`config.mk`:
```
export PLATFORM = sky130hd
export DESIGN_NAME = tree_drain
export DESIGN_NICKNAME = d
export VERILOG_FILES = /design/src/rtl/dbmc_pkg.sv /design/src/rtl/drain_mem.sv /design/src/rtl/tree_drain.sv
export SDC_FILE = /design/constraint.sdc
export NUM_CORES = 1
export LEC_CHECK = 0
export ABC_AREA = 1
export ABC_CLOCK_PERIOD_IN_PS = 3900
export CORE_MARGIN = 2
export CORE_UTILIZATION = 35
export DETAILED_ROUTE_END_ITERATION = 8
export MAX_ROUTING_LAYER = met4
export PLACE_DENSITY_LB_ADDON = 0.15
export SYNTH_ARGS = -nofsm -noshare
export SYNTH_HDL_FRONTEND = slang
export SYNTH_SLANG_ARGS = --single-unit
```
`constraint.sdc`:
```
create_clock -name clk -period 3.9 [get_ports clk]
set_input_delay 0.975 -clock clk [delete_from_list [all_inputs] [get_ports clk]]
set_output_delay 0.975 -clock clk [all_outputs]
set_load 0.005 [all_outputs]
```
`src/rtl/dbmc_pkg.sv`:
```
// Shared widths and defaults for the tree register pipeline and its output drain.
package dbmc_pkg;

  localparam int DATA_W = 10;
  localparam int DEPTH  = 4;

  typedef logic [DATA_W-1:0] pixel_t;

endpackage

```
`src/rtl/drain_mem.sv`:
```
// Storage array for tree_drain: one write port and a registered read port that
// forwards same-cycle write data, so that a freshly pushed head is visible one cycle later.
module drain_mem #(
  parameter int DATA_W = dbmc_pkg::DATA_W,
  parameter int DEPTH  = dbmc_pkg::DEPTH,
  localparam int PTR_W = $clog2(DEPTH)
) (
  input  logic              clk,
  input  logic              rst,
  input  logic              we,
  input  logic [PTR_W-1:0]  waddr,
  input  logic [DATA_W-1:0] wdata,
  input  logic [PTR_W-1:0]  raddr,
  output logic [DATA_W-1:0] rdata
);

  logic [DATA_W-1:0] mem_q [DEPTH];
  logic [DATA_W-1:0] rdata_d;
  logic [DATA_W-1:0] rdata_q;

  // NOTE: the array has no reset; every entry is written before it can be read,
  // and leaving it unreset lets it map onto plain flops or distributed RAM.
  always_ff @(posedge clk) begin
    if (we) mem_q[waddr] <= wdata;
  end

  always_comb begin
    rdata_d = mem_q[raddr];
    if (we && (waddr == raddr)) rdata_d = wdata;
  end

  always_ff @(posedge clk or posedge rst) begin
    if (rst) rdata_q <= '0;
    else     rdata_q <= rdata_d;
  end

  assign rdata = rdata_q;

endmodule

```
`src/rtl/tree_drain.sv`:
```
// Output-side drain for the tree pipeline: valid-qualified input, small FIFO,
// valid/ready output, occupancy, almost-full hint and sticky overflow flag.
module tree_drain #(
  parameter int DATA_W = dbmc_pkg::DATA_W,
  parameter int DEPTH  = dbmc_pkg::DEPTH
) (
  input  logic                   clk,
  input  logic                   rst,
  input  logic                   in_valid,
  input  logic [DATA_W-1:0]      in_data,
  input  logic                   out_ready,
  input  logic                   ovf_clr,
  output logic                   out_valid,
  output logic [DATA_W-1:0]      out_data,
  output logic [$clog2(DEPTH):0] level,
  output logic                   almost_full,
  output logic                   overflow
);

  localparam int PTR_W = $clog2(DEPTH);
  localparam int LVL_W = PTR_W + 1;
  localparam logic [PTR_W-1:0] PTR_ONE  = PTR_W'(1);
  localparam logic [LVL_W-1:0] LVL_ONE  = LVL_W'(1);
  localparam logic [LVL_W-1:0] LVL_FULL = LVL_W'(DEPTH);
  localparam logic [LVL_W-1:0] LVL_AF   = LVL_W'(DEPTH - 1);

  logic [PTR_W-1:0] wr_ptr_d, wr_ptr_q;
  logic [PTR_W-1:0] rd_ptr_d, rd_ptr_q;
  logic [LVL_W-1:0] level_d, level_q;
  logic             overflow_d, overflow_q;
  logic             push, pop, drop;

  // NOTE: every signal gets a default at the top of the block so no path leaves
  // it unassigned; otherwise synthesis would infer a latch.
  always_comb begin
    pop        = (level_q != '0) && out_ready;
    push       = in_valid && ((level_q != LVL_FULL) || pop);
    drop       = in_valid && (level_q == LVL_FULL) && !pop;
    wr_ptr_d   = wr_ptr_q;
    rd_ptr_d   = rd_ptr_q;
    level_d    = level_q;
    overflow_d = overflow_q;
    if (push) wr_ptr_d = wr_ptr_q + PTR_ONE;
    if (pop)  rd_ptr_d = rd_ptr_q + PTR_ONE;
    case ({push, pop})
      2'b10:   level_d = level_q + LVL_ONE;
      2'b01:   level_d = level_q - LVL_ONE;
      default: level_d = level_q;
    endcase
    // A drop in the same cycle as a clear leaves the flag set.
    if (drop)         overflow_d = 1'b1;
    else if (ovf_clr) overflow_d = 1'b0;
  end

  // NOTE: state updates use non-blocking assignments so every flop samples the
  // pre-edge values, independent of statement order.
  always_ff @(posedge clk or posedge rst) begin
    if (rst) begin
      wr_ptr_q   <= '0;
      rd_ptr_q   <= '0;
      level_q    <= '0;
      overflow_q <= 1'b0;
    end else begin
      wr_ptr_q   <= wr_ptr_d;
      rd_ptr_q   <= rd_ptr_d;
      level_q    <= level_d;
      overflow_q <= overflow_d;
    end
  end

  // Reading at the next read pointer keeps out_data holding the head after each edge.
  drain_mem #(
    .DATA_W (DATA_W),
    .DEPTH  (DEPTH)
  ) u_mem (
    .clk   (clk),
    .rst   (rst),
    .we    (push),
    .waddr (wr_ptr_q),
    .wdata (in_data),
    .raddr (rd_ptr_d),
    .rdata (out_data)
  );

  assign out_valid   = (level_q != '0);
  assign level       = level_q;
  assign almost_full = (level_q >= LVL_AF);
  assign overflow    = overflow_q;

endmodule

```
==> summary.txt <==
Power and ir drop
  – Leakage Power: 0.00152 µW
  – Sw Pwr: 904 µW
  – Internal power: roughly 1500 µW
  – Share of power burned in registers: about two fifths
  – Power Density: between 700 and 800 nW/µm²
  – Sw frac: between 30% and 40%
  – Clk pwr share: ~20%
  – Comb pwr share: around two fifths
  – Peak supply drop: 0.280 mV

Timing
  – Finish-stage setup viols: 0
  – Period utilization: around three quarters
  – Max_slew headroom: a little under three fifths
  – Fmax: 0.351 GHz
  – Worst-Margin Slew: 666 ps
  – RSZ-0062 raised after global routing: false
  – Final Max Tran Viols: 0
  – Final hold vios: 0
  – Skew final: just under 6 ps
  – TNS Setup: 0 ps
  – Tmin final: about 2900 ps

Cells and area
  – Nets: ~330
  – Synthesis-to-finish area growth: 20.5%
  – Filler cell count: a little under 800
  – Most common cell after layout, fill and taps aside: nand2_1
  – Post-Route Utilization: 42.9%
  – Share of cells above drive strength 1: under 10%
  – Ant. Diodes: 0
  – Most frequent cells in the layout: nand2_1 (61), inv_1 (59), nand3_1 (48)

Clock network
  – Total CTS buffers: 9
  – Clock root cell: clkbuf_8
  – H-tree depth: 3
  – CTS sink count: 58
  – Post-CTS Resized: 0
  – Clock Tree Buf Depth: 2
  – CTS tree: built
  – Reg clk slew, reported paths: 70 ps
  – Postcts setup bufs: 0
  – Worst skew pair latency: roughly 340 ps
  – Hold-fix buffers, CTS: 0

Setup path
  – Slowest Stage Delay on Critical Path: ~520 ps
  – Startpoint Class: input pin
  – Critical path's slowest cell: clkdlybuf4s50_1
  – CP required: roughly 4100 ps
  – Critical path endpoint category: register
  – CP Class: in -> reg
  – Max FO, Critical Path: 22
  – Cell depth of the worst flop-to-flop path: 10
  – Critical Path AT: 3080 ps
  – Reg2reg end: u_mem.rdata[3]
  – Reg2reg setup slack: about 1600 ps
  – Start of the worst register-to-register path: level[0]
  – Cell Chain, Critical Path: clkdlybuf4s50_1 > nand2_4 > nand2_2 > nand2_2 > nand2_1 > nand2_2 > nand3_2 > nand2_1 > nand2_1
  – Crit path from: out_ready

Floorplan
  – Die Ht: between 90 and 100 µm
  – Core area: 7610 µm²
  – Initial Utilization: around 36%
  – Die area: ~8500 µm²
  – Row count: 32
  – Die W: just over 90 µm
  – # IOs: 31

Min path
  – Critical hold path startpoint: overflow
  – Worst Hold Endpoint: overflow
  – Worst Hold Class: reg -> reg
  – Hold Crit Depth: 2

Synth
  – Synth cell types: 24
  – Synth warn: 0
  – Ys flop type: edfxtp_1
  – Asr flop ratio synth: a little under a third
  – Synth Cell Area: ~2700 µm²
  – Mean Syn Cell Area: slightly below 10 µm²
  – Post-synth top area share: 44.4%
  – Cell taking the most area after synthesis: edfxtp_1
  – Mapped Cells: 276
  – EDFF count, synth: 40
  – Mapped Nets: about 300
  – FF+latch count, synth: 58
  – Top cells by area, synth: edfxtp_1 (44%), dfrtp_1 (17%), nand3_1 (8.9%), nand2_1 (8.5%), inv_1 (8.2%)
  – Register area share after synthesis: between 60% and 70%

Placed design
  – Final HPWL DP: ~3800 µm
  – Port bufs: 30
  – Global placer's final weighted congestion: 0.770

Routing
  – Drt first-iter violations: 84
  – Routed vias/inst: about 4.6
  – Pre-antenna DRT Iters: 4
  – Final antenna-violating net count: 0
  – Total wire length: about 6000 µm
  – WL/cell: between 10 and 15 µm
  – Routed vias: between 1500 and 2000
  – DRC viols: 0

GRT
  – Initial antenna violation count: 0
  – First-pass GRT wire length: 9610 µm
  – Pin count of the biggest net entering global routing: 25
  – Total grt overflow: 0
  – Vias in the first global route: 1909
  – GRT Total Usage: 15.7%

Run status
  – Outcome: finished, final reports clean

Job
  – Max cap viols: 0
==> through the flow <==
step	setup slack, ps	hold slack, ps	cell area (µm²)	instances	total power, µW
2_1_floorplan	1870	526	2710	276	1600
3_3_place_gp	799	520	3100	402	1910
3_5_place_dp	688	526	3100	402	1930
4_1_cts	1040	537	3260	418	2410
5_1_grt	837	584	3260	418	2590
6_report	1050	535	3260	418	2380
==> worst max-delay path, delay by kind of cell <==
| kind | cells | cell delay, ps |
|---|---|---|
| buffers and inverters | 1 | 520 |
| AND/OR/NAND/NOR | 8 | 1570 |
==> cells in the mapped netlist (2+ instances only) <==
| cell | count |
|---|---|
| edfxtp_1 | 40 |
| o21ai_0 | 2 |
| buf_2 | 5 |
| nand2_1 | 61 |
| nor2_1 | 5 |
| xor2_1 | 2 |
| dfrtp_1 | 18 |
| nand2_2 | 4 |
| ha_1 | 4 |
| nand3_1 | 48 |
| nand2_4 | 3 |
| inv_1 | 59 |
| nand4_1 | 10 |
| buf_4 | 5 |
==> power groups by stage <==
stage / clock network, µW / registers, µW / logic (µW)
floorplan: 0 / 929 / 672
global placement: 0 / 948 / 963
detailed placement: 0 / 945 / 989
CTS: 487 / 935 / 992
global route: 517 / 952 / 1120
finish: 474 / 932 / 972
==> area by class of cell <==
| class | instances | area (µm²) | area share (%) |
|---|---|---|---|
| sequential | 58 | 1650 | 50.6 |
| multi-input combinational | 146 | 752 | 23.1 |
| timing repair buffer | 35 | 338 | 10.4 |
| inverter | 61 | 229 | 7.02 |
| clock buffer | 12 | 145 | 4.45 |
| tap | 102 | 128 | 3.91 |
| clock inverter | 4 | 18.8 | 0.575 |
==> state kept, by name (all words and copies together), names as in the netlist <==
register / cells
overflow: 1
u_mem.mem_q: 40
u_mem.rdata: 10
wr_ptr_q: 2
level: 3
rd_ptr_q: 2
==> how the worst max path moves through the flow <==
stage	depth (start not counted)	endpoint	slack, ps
2_1_floorplan	4	u_mem.mem_q[0][0]	1870
4_1_cts	9	u_mem.rdata[3]	1040
3_5_place_dp	9	u_mem.rdata[2]	690
5_1_grt	9	u_mem.rdata[0]	840
3_3_place_gp	10	u_mem.rdata[8]	800
6_report	9	u_mem.rdata[3]	1050
==> routing by layer <==
layer / track usage [%] / part of all wire [%] / vias to the layer above
met1: 20.1 / 47 / 921
met5: - / 0 / -
met3: 5.18 / 4.8 / 6
li1: - / - / 953
met2: 23.8 / 47 / 39
met4: 4.85 / 1.3 / 0
==> cells by family (layout without fill, tap and decap cells) <==
| family | after synthesis | count (layout) | synth area share [%] |
|---|---|---|---|
| buf+inv | 72 | 112 | 11.2 |
| compound gates | 6 | 6 | 1.25 |
| simple gates | 133 | 133 | 23.3 |
| xor+xnor | 2 | 2 | 0.647 |
| fa+ha+maj | 5 | 5 | 2.59 |
| flops | 58 | 58 | 61.0 |
(Power assumes the default switching activity.)
